### src/rtl/ips2l_ddrphy_ppll_seq_v1_1.sv
// rtl/ips2l_ddrphy_ppll_seq_v1_1.sv - DDR PHY PPLL reset/lock sequencer with retry and staggered clock gating
module ips2l_ddrphy_ppll_seq_v1_1 #(
    parameter int NUM_GATES          = 2,
    parameter int RST_CYCLES         = 16,
    parameter int LOCK_STABLE_CYCLES = 64,
    parameter int LOCK_TIMEOUT       = 4096,
    parameter int MAX_RETRY          = 3,
    parameter int GATE_STAGGER       = 8
) (
    input  logic                 clk,
    input  logic                 rst_n,
    input  logic                 start,
    input  logic                 pll_lock,
    output logic                 pll_rst,
    output logic [NUM_GATES-1:0] gate_en,
    output logic                 ready,
    output logic                 error,
    output logic                 lock_lost,
    output logic [3:0]           retry_cnt,
    output logic [2:0]           state
);

    localparam int CNT_MAX0 = (RST_CYCLES > LOCK_STABLE_CYCLES) ? RST_CYCLES : LOCK_STABLE_CYCLES;
    localparam int CNT_MAX  = (CNT_MAX0 > GATE_STAGGER) ? CNT_MAX0 : GATE_STAGGER;
    localparam int CW       = $clog2(CNT_MAX) + 1;
    localparam int TW       = $clog2(LOCK_TIMEOUT) + 1;
    localparam int GW       = $clog2(NUM_GATES) + 1;

    typedef enum logic [2:0] {
        S_IDLE      = 3'd0,
        S_RESET     = 3'd1,
        S_WAIT_LOCK = 3'd2,
        S_STABLE    = 3'd3,
        S_GATE_ON   = 3'd4,
        S_RUN       = 3'd5,
        S_FAIL      = 3'd6
    } state_t;

    state_t               cur, nxt;
    logic                 lock_meta, lock_s;
    logic [CW-1:0]        cnt, cnt_d;
    logic [TW-1:0]        to_cnt, to_d;
    logic [GW-1:0]        gate_idx, gidx_d;
    logic                 pll_rst_d, ready_d, error_d, lost_d, timeout;
    logic [NUM_GATES-1:0] gate_d;
    logic [3:0]           retry_d;

    always_ff @(posedge clk or negedge rst_n) begin
        if (!rst_n) begin
            lock_meta <= 1'b0;
            lock_s    <= 1'b0;
        end else begin
            lock_meta <= pll_lock;
            lock_s    <= lock_meta;
        end
    end

    always_ff @(posedge clk or negedge rst_n) begin
        if (!rst_n) begin
            cur       <= S_IDLE;
            cnt       <= '0;
            to_cnt    <= '0;
            gate_idx  <= '0;
            pll_rst   <= 1'b1;
            gate_en   <= '0;
            ready     <= 1'b0;
            error     <= 1'b0;
            lock_lost <= 1'b0;
            retry_cnt <= '0;
        end else begin
            cur       <= nxt;
            cnt       <= cnt_d;
            to_cnt    <= to_d;
            gate_idx  <= gidx_d;
            pll_rst   <= pll_rst_d;
            gate_en   <= gate_d;
            ready     <= ready_d;
            error     <= error_d;
            lock_lost <= lost_d;
            retry_cnt <= retry_d;
        end
    end

    assign state = cur;

    // cnt is shared: RESET hold time, STABLE run length, and GATE_ON stagger spacing
    always_comb begin
        nxt       = cur;
        cnt_d     = cnt;
        to_d      = to_cnt;
        gidx_d    = gate_idx;
        pll_rst_d = pll_rst;
        gate_d    = gate_en;
        ready_d   = ready;
        error_d   = error;
        lost_d    = 1'b0;
        retry_d   = retry_cnt;
        timeout   = (to_cnt == TW'(LOCK_TIMEOUT - 1));
        if (!start) begin
            nxt       = S_IDLE;
            pll_rst_d = 1'b1;
            gate_d    = '0;
            ready_d   = 1'b0;
            error_d   = 1'b0;
        end else begin
            case (cur)
                S_IDLE: begin
                    nxt       = S_RESET;
                    cnt_d     = '0;
                    retry_d   = '0;
                    error_d   = 1'b0;
                    pll_rst_d = 1'b1;
                end
                S_RESET: begin
                    pll_rst_d = 1'b1;
                    if (cnt == CW'(RST_CYCLES - 1)) begin
                        nxt       = S_WAIT_LOCK;
                        pll_rst_d = 1'b0;
                        to_d      = '0;
                    end else begin
                        cnt_d = cnt + 1'b1;
                    end
                end
                S_WAIT_LOCK, S_STABLE: begin
                    to_d = to_cnt + 1'b1;
                    if (timeout) begin
                        to_d      = to_cnt;
                        cnt_d     = '0;
                        pll_rst_d = 1'b1;
                        if (retry_cnt == 4'(MAX_RETRY)) begin
                            nxt     = S_FAIL;
                            error_d = 1'b1;
                        end else begin
                            nxt     = S_RESET;
                            retry_d = retry_cnt + 4'd1;
                        end
                    end else if (!lock_s) begin
                        nxt = S_WAIT_LOCK;
                    end else if (cur == S_WAIT_LOCK) begin
                        nxt   = S_STABLE;
                        cnt_d = '0;
                    end else if (cnt == CW'(LOCK_STABLE_CYCLES - 1)) begin
                        nxt    = S_GATE_ON;
                        cnt_d  = '0;
                        gidx_d = '0;
                    end else begin
                        cnt_d = cnt + 1'b1;
                    end
                end
                S_GATE_ON, S_RUN: begin
                    if (!lock_s) begin
                        nxt       = S_RESET;
                        cnt_d     = '0;
                        pll_rst_d = 1'b1;
                        gate_d    = '0;
                        ready_d   = 1'b0;
                        lost_d    = 1'b1;
                    end else if (cur == S_RUN) begin
                        retry_d = '0;
                    end else if (cnt == CW'(GATE_STAGGER - 1)) begin
                        cnt_d  = '0;
                        gate_d = gate_en | (NUM_GATES'(1) << gate_idx);
                        gidx_d = gate_idx + 1'b1;
                        if (gate_idx == GW'(NUM_GATES - 1)) begin
                            nxt     = S_RUN;
                            ready_d = 1'b1;
                            retry_d = '0;
                        end
                    end else begin
                        cnt_d = cnt + 1'b1;
                    end
                end
                S_FAIL: begin
                    pll_rst_d = 1'b1;
                    gate_d    = '0;
                    error_d   = 1'b1;
                end
                default: nxt = S_IDLE;
            endcase
        end
    end

endmodule
### config.mk
export PLATFORM = sky130hd
export DESIGN_NAME = ips2l_ddrphy_ppll_seq_v1_1
export DESIGN_NICKNAME = d
export VERILOG_FILES = /design/src/rtl/ips2l_ddrphy_ppll_seq_v1_1.sv
export SDC_FILE = /design/constraint.sdc
export NUM_CORES = 1
export LEC_CHECK = 0
export ABC_AREA = 0
export CAP_MARGIN = 20
export CELL_PAD_IN_SITES_DETAIL_PLACEMENT = 1
export CELL_PAD_IN_SITES_GLOBAL_PLACEMENT = 2
export CORE_UTILIZATION = 33
export DETAILED_ROUTE_END_ITERATION = 10
export GPL_TIMING_DRIVEN = 0
export PLACE_DENSITY_LB_ADDON = 0.25
export SYNTH_ARGS = -nofsm -noshare
export SYNTH_HDL_FRONTEND = slang
export SYNTH_SLANG_ARGS = --single-unit
### constraint.sdc
create_clock -name clk -period 2 [get_ports clk]
set_input_delay 0.3 -clock clk [delete_from_list [all_inputs] [get_ports clk]]
set_output_delay 0.3 -clock clk [all_outputs]
set_load 0.01 [all_outputs]
* After elaboration in Yosys (flattened, before gate mapping)
Cells that the tools add are included.
** Storage, ports and cells
- Bits in registers :: 37
- Input bits :: 4
- Logic and storage cells :: 140
** Operators by class
- Add/sub/neg operators :: 4
- Equal/unequal tests :: 43
- Shifts and indexed selects :: 1
- Mux-type cells :: 62
- Bitwise logic cells :: 1
- Reductions and logical operators :: 17
** Operators by type and width (number)
- $mux W7 :: 8
- $mux W3 :: 11
- $pmux W7 S4 :: 1
- $ne A3 B3 Y1 const B :: 9
- $mux W13 :: 2
- $pmux W13 S2 :: 1
- $mux W4 :: 6
- $ne A2 B2 Y1 const B :: 12
- $mux W2 :: 11
- $mux W1 :: 16
- $pmux W3 S5 :: 1
- $add A13 B1 Y13 const B :: 1
- $eq A13 B12 Y1 const B :: 1
- $ne A4 B4 Y1 const B :: 3
- $pmux W4 S3 :: 1
- $eq A3 B3 Y1 const B :: 3
- $reduce_and A3 Y1 :: 3
- $reduce_and A9 Y1 :: 1
- $pmux W2 S2 :: 2
- $reduce_and A4 Y1 :: 2
- $add A7 B1 Y7 const B :: 1
- $eq A7 B3 Y1 const B :: 1
- $eq A7 B4 Y1 const B :: 1
- $eq A7 B6 Y1 const B :: 1
- other kinds (24) :: 29

* Longest topological paths before layout
- Depth in word-level cells :: 7
- Gate-level depth with buffers :: 8
- Mapped depth without buffers :: 7

* Worst setup path after synthesis
Ideal clock, no wire load.
- Path kind :: register to register
- Start :: register to_cnt[0]
- End :: register gate_idx[0]
- Data arrival time :: 1958 ps
- Data required time :: 1875 ps
- Setup slack :: -83 ps
- Stages on the path, launching flop included :: 9
- Period minus slack after synthesis :: 2083 ps
- Path through :: dfrtp_1 ha_1 nand3_2 or4_4 buf_6 nand2_1 nor2_1 o21ai_2 mux2_2
** On the way
- Word-level cells in the longest chain between the ends :: 3
** RTL lines
- from (decl) :: line 42 : logic [TW-1:0] to_cnt, to_d;
- from (signal assigned) :: line 73 : to_cnt <= to_d;
- $eq A13 B12 Y1 :: line 98 : timeout = (to_cnt == TW'(LOCK_TIMEOUT - 1));
- $ne A2 B2 Y1 (no line)
- $reduce_and A9 Y1 (no line)
- to (signal assigned) :: line 74 : gate_idx <= gidx_d;
- to (decl) :: line 43 : logic [GW-1:0] gate_idx, gidx_d;
No other way between the ends.
A chain may end at the register's enable or synchronous reset.

* Worst setup path in the final report
- Start :: register to_cnt[1]
- End :: register cnt[6]
** On the way
- Word-level cells in the longest chain between the ends :: 3
- Elaborated cells on any way between the ends :: 5
- Those cells by class :: eq/ne (2); mux (2); reduce/logical (1)
** RTL lines
- $eq A13 B12 Y1 (*) :: line 98
- $ne A3 B3 Y1 (no line) or $mux W7 (tied branches)
- $reduce_and A5 Y1 (no line) or $pmux W7 S4 (tied branches)
- to (signal assigned) :: line 72 : cnt <= cnt_d;
- to (decl) :: line 41 : logic [CW-1:0] cnt, cnt_d;
Mark *: on every way between the ends. The rest lies on a longest branch, timed or not.

==> results.cfg <==
[flow_run]
maxCapViolCount = 0

[pwr]
power_frac_seq_pct = 51.3
power_switching_mw = 0.4440
peakVddDrop_mv = 0.2904
clkPwrFrac_pct = 35.0
p_int_mw = 1.099
pwr_density_cell_mw_per_mm2 = 562.2
leakagePower_nw = 1.123
comb_power_share_pct = 13.6
swShare_pct = 28.77

[route]
routed.top_layer = met4
route.detailed.drc = 0
wl_per_cell_um = 16.55
wirelength_um = 5677
firstDrtPassIters = 4
wl_met2_um = 2711
antenna_left = 0
via_per_inst = 5.446
routed-wl-met3_um = 136
wl_met1_um = 2787
drtIter0Drc = 49
vias = 1868

[layout]
drive_gt1_share_pct = 23.68
finalInstanceArea_mm2 = 0.002745
n_antenna_cell = 0
area_delta_synth_final_pct = 27.78
fin_nets = 274
final_common_cell = dfrtp_1
layout_common_cells = dfrtp_1, nor2_1, nand2_1

[floorplanning]
dieArea_mm2 = 0.006837
boundaryPins = 17
die_y_um = 82.69
coreArea_mm2 = 0.006314
die_w_um = 82.69
initial_core_util_pct = 34.03
std_cell_rows = 29

[yosys]
synth_edf_count = 0
ys_seq_elements = 37
synthCells = 233
mappedNetlistArea_mm2 = 0.002148
ys_warn_count = 0
synthFlopType = dfrtp_1
async_reset_ff_share_pct = 100.0
synthAdderAreaFrac_pct = 2.912
synth_xor_area_share_pct = 3.262
synth-seq-area-share_pct = 43.16
synth_top_family_by_area = simple AND/OR/NAND/NOR gates
syn_area_per_cell_um2 = 9.220
synth_mux_area_share_pct = 1.980
yosysUniqueCellTypes = 51
synth_compound_area_share_pct = 18.35
synth_nets = 242
yosys.area_share.simple_pct = 26.03

[clocking]
root_buffer = clkbuf_8
cts_buffers = 5
htreeDepth = 2
clock_path_buffers = 2
path_clk_slew_ns = 0.08
clock-sinks = 37
tritoncts = done
clkLatencyLatePin_ns = 0.30

[critical_path]
crit_path_end = cnt[6]
cp-start-kind = flop
end_kind = flop
worstReg2RegEnd = cnt[6]
r2r_slack_ns = -0.06
cp_num_buf_inv = 0
critPathTopFamily = simple AND/OR/NAND/NOR gates
crit_path_max_incr_delay_ns = 0.65
crit_required_ns = 2.19
critical_path.max_fanout = 7
startpoint = to_cnt[1]
crit_arrival_ns = 2.25
reg2reg_depth = 7
cp_slowest_cell = or4_4
r2r_start = to_cnt[1]
critical_path_depth = 7
path_class = reg2reg
critical_path.cell_chain = ha_4 > nand3_4 > or4_4 > nand4_4 > o21a_4 > o21ai_1 > a22o_1

[sta]
hold_viol = 0
slew_violations = 0
clock_skew_ns = 0.007361
tightest_slew_ns = 0.8581
whs_ns = 0.1078
fin_setup_tns_ns = -0.4025
rsz0062_at_grt = yes
setup_viol_count_final = 11
relSlewSlack_pct = 42.80
period_share_pct = 102.9
layout_setup_ws_ns = -0.05706
max_freq_mhz = 486.1
period_needed_ns = 2.057

[placement]
gp_congestion = 0.7847
place_hpwl_um = 3837
place_area_mm2 = 0.002410
portBuffers = 16

[outcome]
status = finished, violations left
failed_checks = setup timing

[global_routing]
grt_pass1_wl_um = 9059
grt_max_degree = 38
grt_overflow = 0
track_usage_pct = 17.75
antenna_found_initial = 0
first_global_vias = 1815

[worst_hold_path]
hold_class = in2async
## logic make-up after synthesis
logic type                 Yosys count
AOI/OAI and AO/OA                   56
muxes                                4
DFF                                 37
adders and majority gates            5
buffers and inverters               22
and+or+nand+nor                    101
xor gates and xnor gates             8
## registers in the layout (all words and copies together) (netlist names)
register and count:
lock_s 1, gate_en 2, lock_lost 1, error 1
to_cnt 13, retry_cnt 4, lock_meta 1, cnt 7
state 3, pll_rst 1, ready 1, gate_idx 2
## power by group through the flow
stage          Sequential, mW  Clock (mW)  Combinational (mW)
5_1_grt                 0.796       0.591               0.235
3_3_place_gp            0.800           0               0.178
3_5_place_dp            0.800           0               0.180
4_1_cts                 0.787       0.554               0.193
6_report                0.792       0.541               0.211
2_1_floorplan           0.797           0               0.115
## what timing repair did
action,in CTS,in global routing
hold buffers,0,0
buffers inserted,6,4
cloned,0,1
resized for setup,20,25
setup endpoints to repair,25,21
hold endpoints to repair,0,0
pin swaps,10,17
## area by class of cell
cell class                 count  area (um2)
inverter                      13       48.80
sequential                    37       929.6
buffer                         7       37.54
fill                         729        3568
clock buffer                   5       68.82
clock inverter                 3       17.52
timing repair buffer          27       241.5
multi-input combinational    174        1305
tap                           77       96.34
## synthesized netlist by cell type, types with 2 or more instances
cell type	n	area, um2
a21oi_1	7	35.03
a22o_1	6	52.55
a31oi_1	2	12.51
a32o_1	2	20.02
and2_1	2	12.51
and3_1	5	31.28
buf_2	2	10.01
clkbuf_1	6	22.52
dfrtp_1	36	900.9
ha_1	5	62.56
inv_1	13	48.80
mux2_2	2	22.52
mux2i_1	2	20.02
nand2_1	20	75.07
nand2b_1	4	25.02
nand3_1	10	50.05
nand4_1	4	25.02
nand4_4	2	42.54
nand4b_1	2	17.52
nor2_1	23	86.33
nor2b_1	6	37.54
nor3_1	10	50.05
nor4_1	4	25.02
o21ai_0	11	55.05
o21ai_1	11	55.05
o31ai_1	2	15.01
or3_1	3	18.77
xnor2_1	8	70.07
## worst reg2reg max path, delay by kind of cell, from the launching register on
| family | cells | cell delay (ns) |
|---|---|---|
| AND/OR/NAND/NOR | 3 | 0.89 |
| flip-flops | 1 | 0.42 |
| AO/OA/AOI/OAI | 3 | 0.46 |
| adder cells (fa/ha/maj) | 1 | 0.17 |
## metal layers
layer / track usage, % / up-vias
met5: 0 / -
met4: 5.172 / 0
met3: 3.626 / 5
met2: 28.85 / 25
met1: 23.62 / 929
li1: - / 909
## worst min path at each step
| stage | start | to | cells past startpoint |
|---|---|---|---|
| floorplan | rst_n | cnt[0] | 0 |
| global placement | lock_meta | lock_s | 0 |
| detailed placement | lock_meta | lock_s | 0 |
| CTS | rst_n | error | 1 |
| global route | rst_n | error | 1 |
| finish | rst_n | ready | 1 |
## metrics by stage
step                worst slack [ns]  total power, mW  instances  util (%)
finish                      -0.05706            1.543        343     43.48
global route                 -0.1118            1.622        343     43.48
CTS                         -0.02827            1.535        338     41.36
detailed placement           -0.3310           0.9800        326     38.17
global placement             -0.3423           0.9783        326     38.25
floorplan                   -0.06714           0.9125        233         -
(Power assumes the default switching activity.)
==> edit: new RTL, config.mk and constraints unchanged <==
Change the parameter `NUM_GATES` from 2 to 4.
--- a/src/rtl/ips2l_ddrphy_ppll_seq_v1_1.sv
+++ b/src/rtl/ips2l_ddrphy_ppll_seq_v1_1.sv
@@ -1,6 +1,6 @@
 // rtl/ips2l_ddrphy_ppll_seq_v1_1.sv - DDR PHY PPLL reset/lock sequencer with retry and staggered clock gating
 module ips2l_ddrphy_ppll_seq_v1_1 #(
-    parameter int NUM_GATES          = 2,
+    parameter int NUM_GATES          = 4,
     parameter int RST_CYCLES         = 16,
     parameter int LOCK_STABLE_CYCLES = 64,
     parameter int LOCK_TIMEOUT       = 4096,
Interface: changed (resized gate_en); port bits go from 17 to 19. No check against the original RTL was run, so the function may have changed too.
==> edit against the original RTL <==
The flow still finishes with violations (negative setup slack); setup slack lost 0.037 ns; hold slack gained 0.25 ns; largest cell class unchanged; critical path type unchanged; area after synthesis grew 13%; final area grew 17%; routed wire length grew 27%; non-clock buffer count grew 10; sequential cell count grew 3.
Power is not compared: it rests on default switching activity, and its combinational part moved more than twofold at a synthesized area within 25%.
==> edit: results (changes against the original RTL) <==
metric	value	unit	change
Mapped Nets	279		+15%
most frequent cells after synthesis	dfrtp_1 (39), o21ai_0 (28), a21oi_1 (21)		
status	finished, violations left		
drt wl/cell	17.9	um	+8.3%
top cells by area, synth	dfrtp_1 (40%), o21ai_0 (5.8%), a21oi_1 (4.3%)		
Final Setup Violations	9		-2
Setup WS post-layout	-0.0944	ns	-0.0374 ns
crit-path max FO	5		-2
Port Buffer Count	17		+1
post-DP HPWL	4980	um	+30%
failing checks	negative setup slack		
pin count of the biggest net entering global routing	22		-42%
sequential cell area fraction in the yosys report	0.414		-0.0180
Mean Syn Cell Area	9.08	um^2	-1.6%
Reg2Reg Capture Point	state[2]		
setup tns final	-0.275	ns	+0.127 ns
Hold Path Class	flip-flop to flip-flop		
drt total wl	7190	um	+27%
Vias/cell	5.72		+5.0%
pre-CTS WS	-0.405	ns	-0.0740 ns
top flop regs	to_cnt: 13 flops, cnt: 7 flops		
Post-layout nets	316		+15%
cell count after placement	381		+17%
fraction of layout cells with a size suffix above 1	0.256		+0.0189
gr usage total	0.201		+0.0237
Yosys cell types	56		+9.8%
clk_skew	0.0165	ns	+0.00909 ns
first-pass GRT wire length	12000	um	+32%
Final Wtd Congestion	0.797		+1.6%
-- edit: changes by cell type in the layout (fill, tap and decap cells not counted), sizes merged, moves of 5 or more --
cell and delta:
nor2 -15, a21oi +14, o211ai +9, xnor2 -8, nor3 -6, or2 +6, or3 +6, clkbuf +5
o21ai +5
-- edit: per-stage QoR --
step	cell area [um^2]	hold WS (ns)
final	3200	0.354
after global routing	3200	0.370
after CTS	3040	0.358
after detailed placement	2740	0.307
after global placement	2710	0.332
after floorplan	2420	0.00441
-- edit: where the power goes --
group | internal, W | switching [W]
Clock | 0.000371 | 0.000294
Combinational | 0.000455 | 0.000634
Sequential | 0.000891 | 0.000144
Total | 0.00172 | 0.00107
-- edit: critical path, cell delays in order (launching register included) --
cell     delay (ns)
dfrtp_1        0.41
ha_4           0.16
nand4_1        0.19
nor4_4         0.33
buf_6          0.18
nor2_4         0.04
a221o_1        0.37
mux2_4         0.31
-- edit: layout make-up --
| type | count | area, um^2 |
|---|---|---|
| Multi-Input combinational cell | 204 | 1560 |
| Timing Repair Buffer | 30 | 297 |
| Buffer | 14 | 78.8 |
| Sequential cell | 40 | 1000 |
| Clock inverter | 2 | 35.0 |
| Tap cell | 96 | 120 |
| Clock buffer | 6 | 72.6 |
| Fill cell | 791 | 3740 |
| Inverter | 9 | 33.8 |
-- edit: layer usage --
metal / global-route usage / share of wire
met1: 0.282 / 0.48
met2: 0.323 / 0.47
met3: 0.0320 / 0.038
met4: 0.0507 / 0.014
met5: 0 / 0
-- edit: worst max path at each step --
| stage | endpoint | depth (start not counted) | startpoint | slack, ns |
|---|---|---|---|---|
| floorplan | state[2] | 6 | to_cnt[0] | -0.004 |
| global placement | gate_idx[1] | 1 | rst_n | -0.45 |
| detailed placement | cnt[4] | 6 | to_cnt[0] | -0.40 |
| CTS | state[2] | 7 | to_cnt[0] | -0.04 |
| global route | cnt[4] | 8 | to_cnt[1] | -0.18 |
| finish | state[2] | 7 | to_cnt[1] | -0.09 |
-- edit: cell families after synthesis --
family | count (synthesis) | synth area share
AO/OA/AOI/OAI | 94 | 0.255
flip-flops | 40 | 0.414
multiplexers | 2 | 0.0103
AND/OR/NAND/NOR | 99 | 0.241
buffers and inverters | 24 | 0.0392
adder cells (fa/ha/maj) | 8 | 0.0413
-- edit: repair_timing --
item | in CTS | in global routing
hold buffers | 1 | 0
gates resized for setup | 28 | 36
cloned | 1 | 0
pin swaps | 12 | 10
endpoints found under the hold margin | 19 | 0
setup endpoints to repair | 29 | 34
buffers inserted | 9 | 2
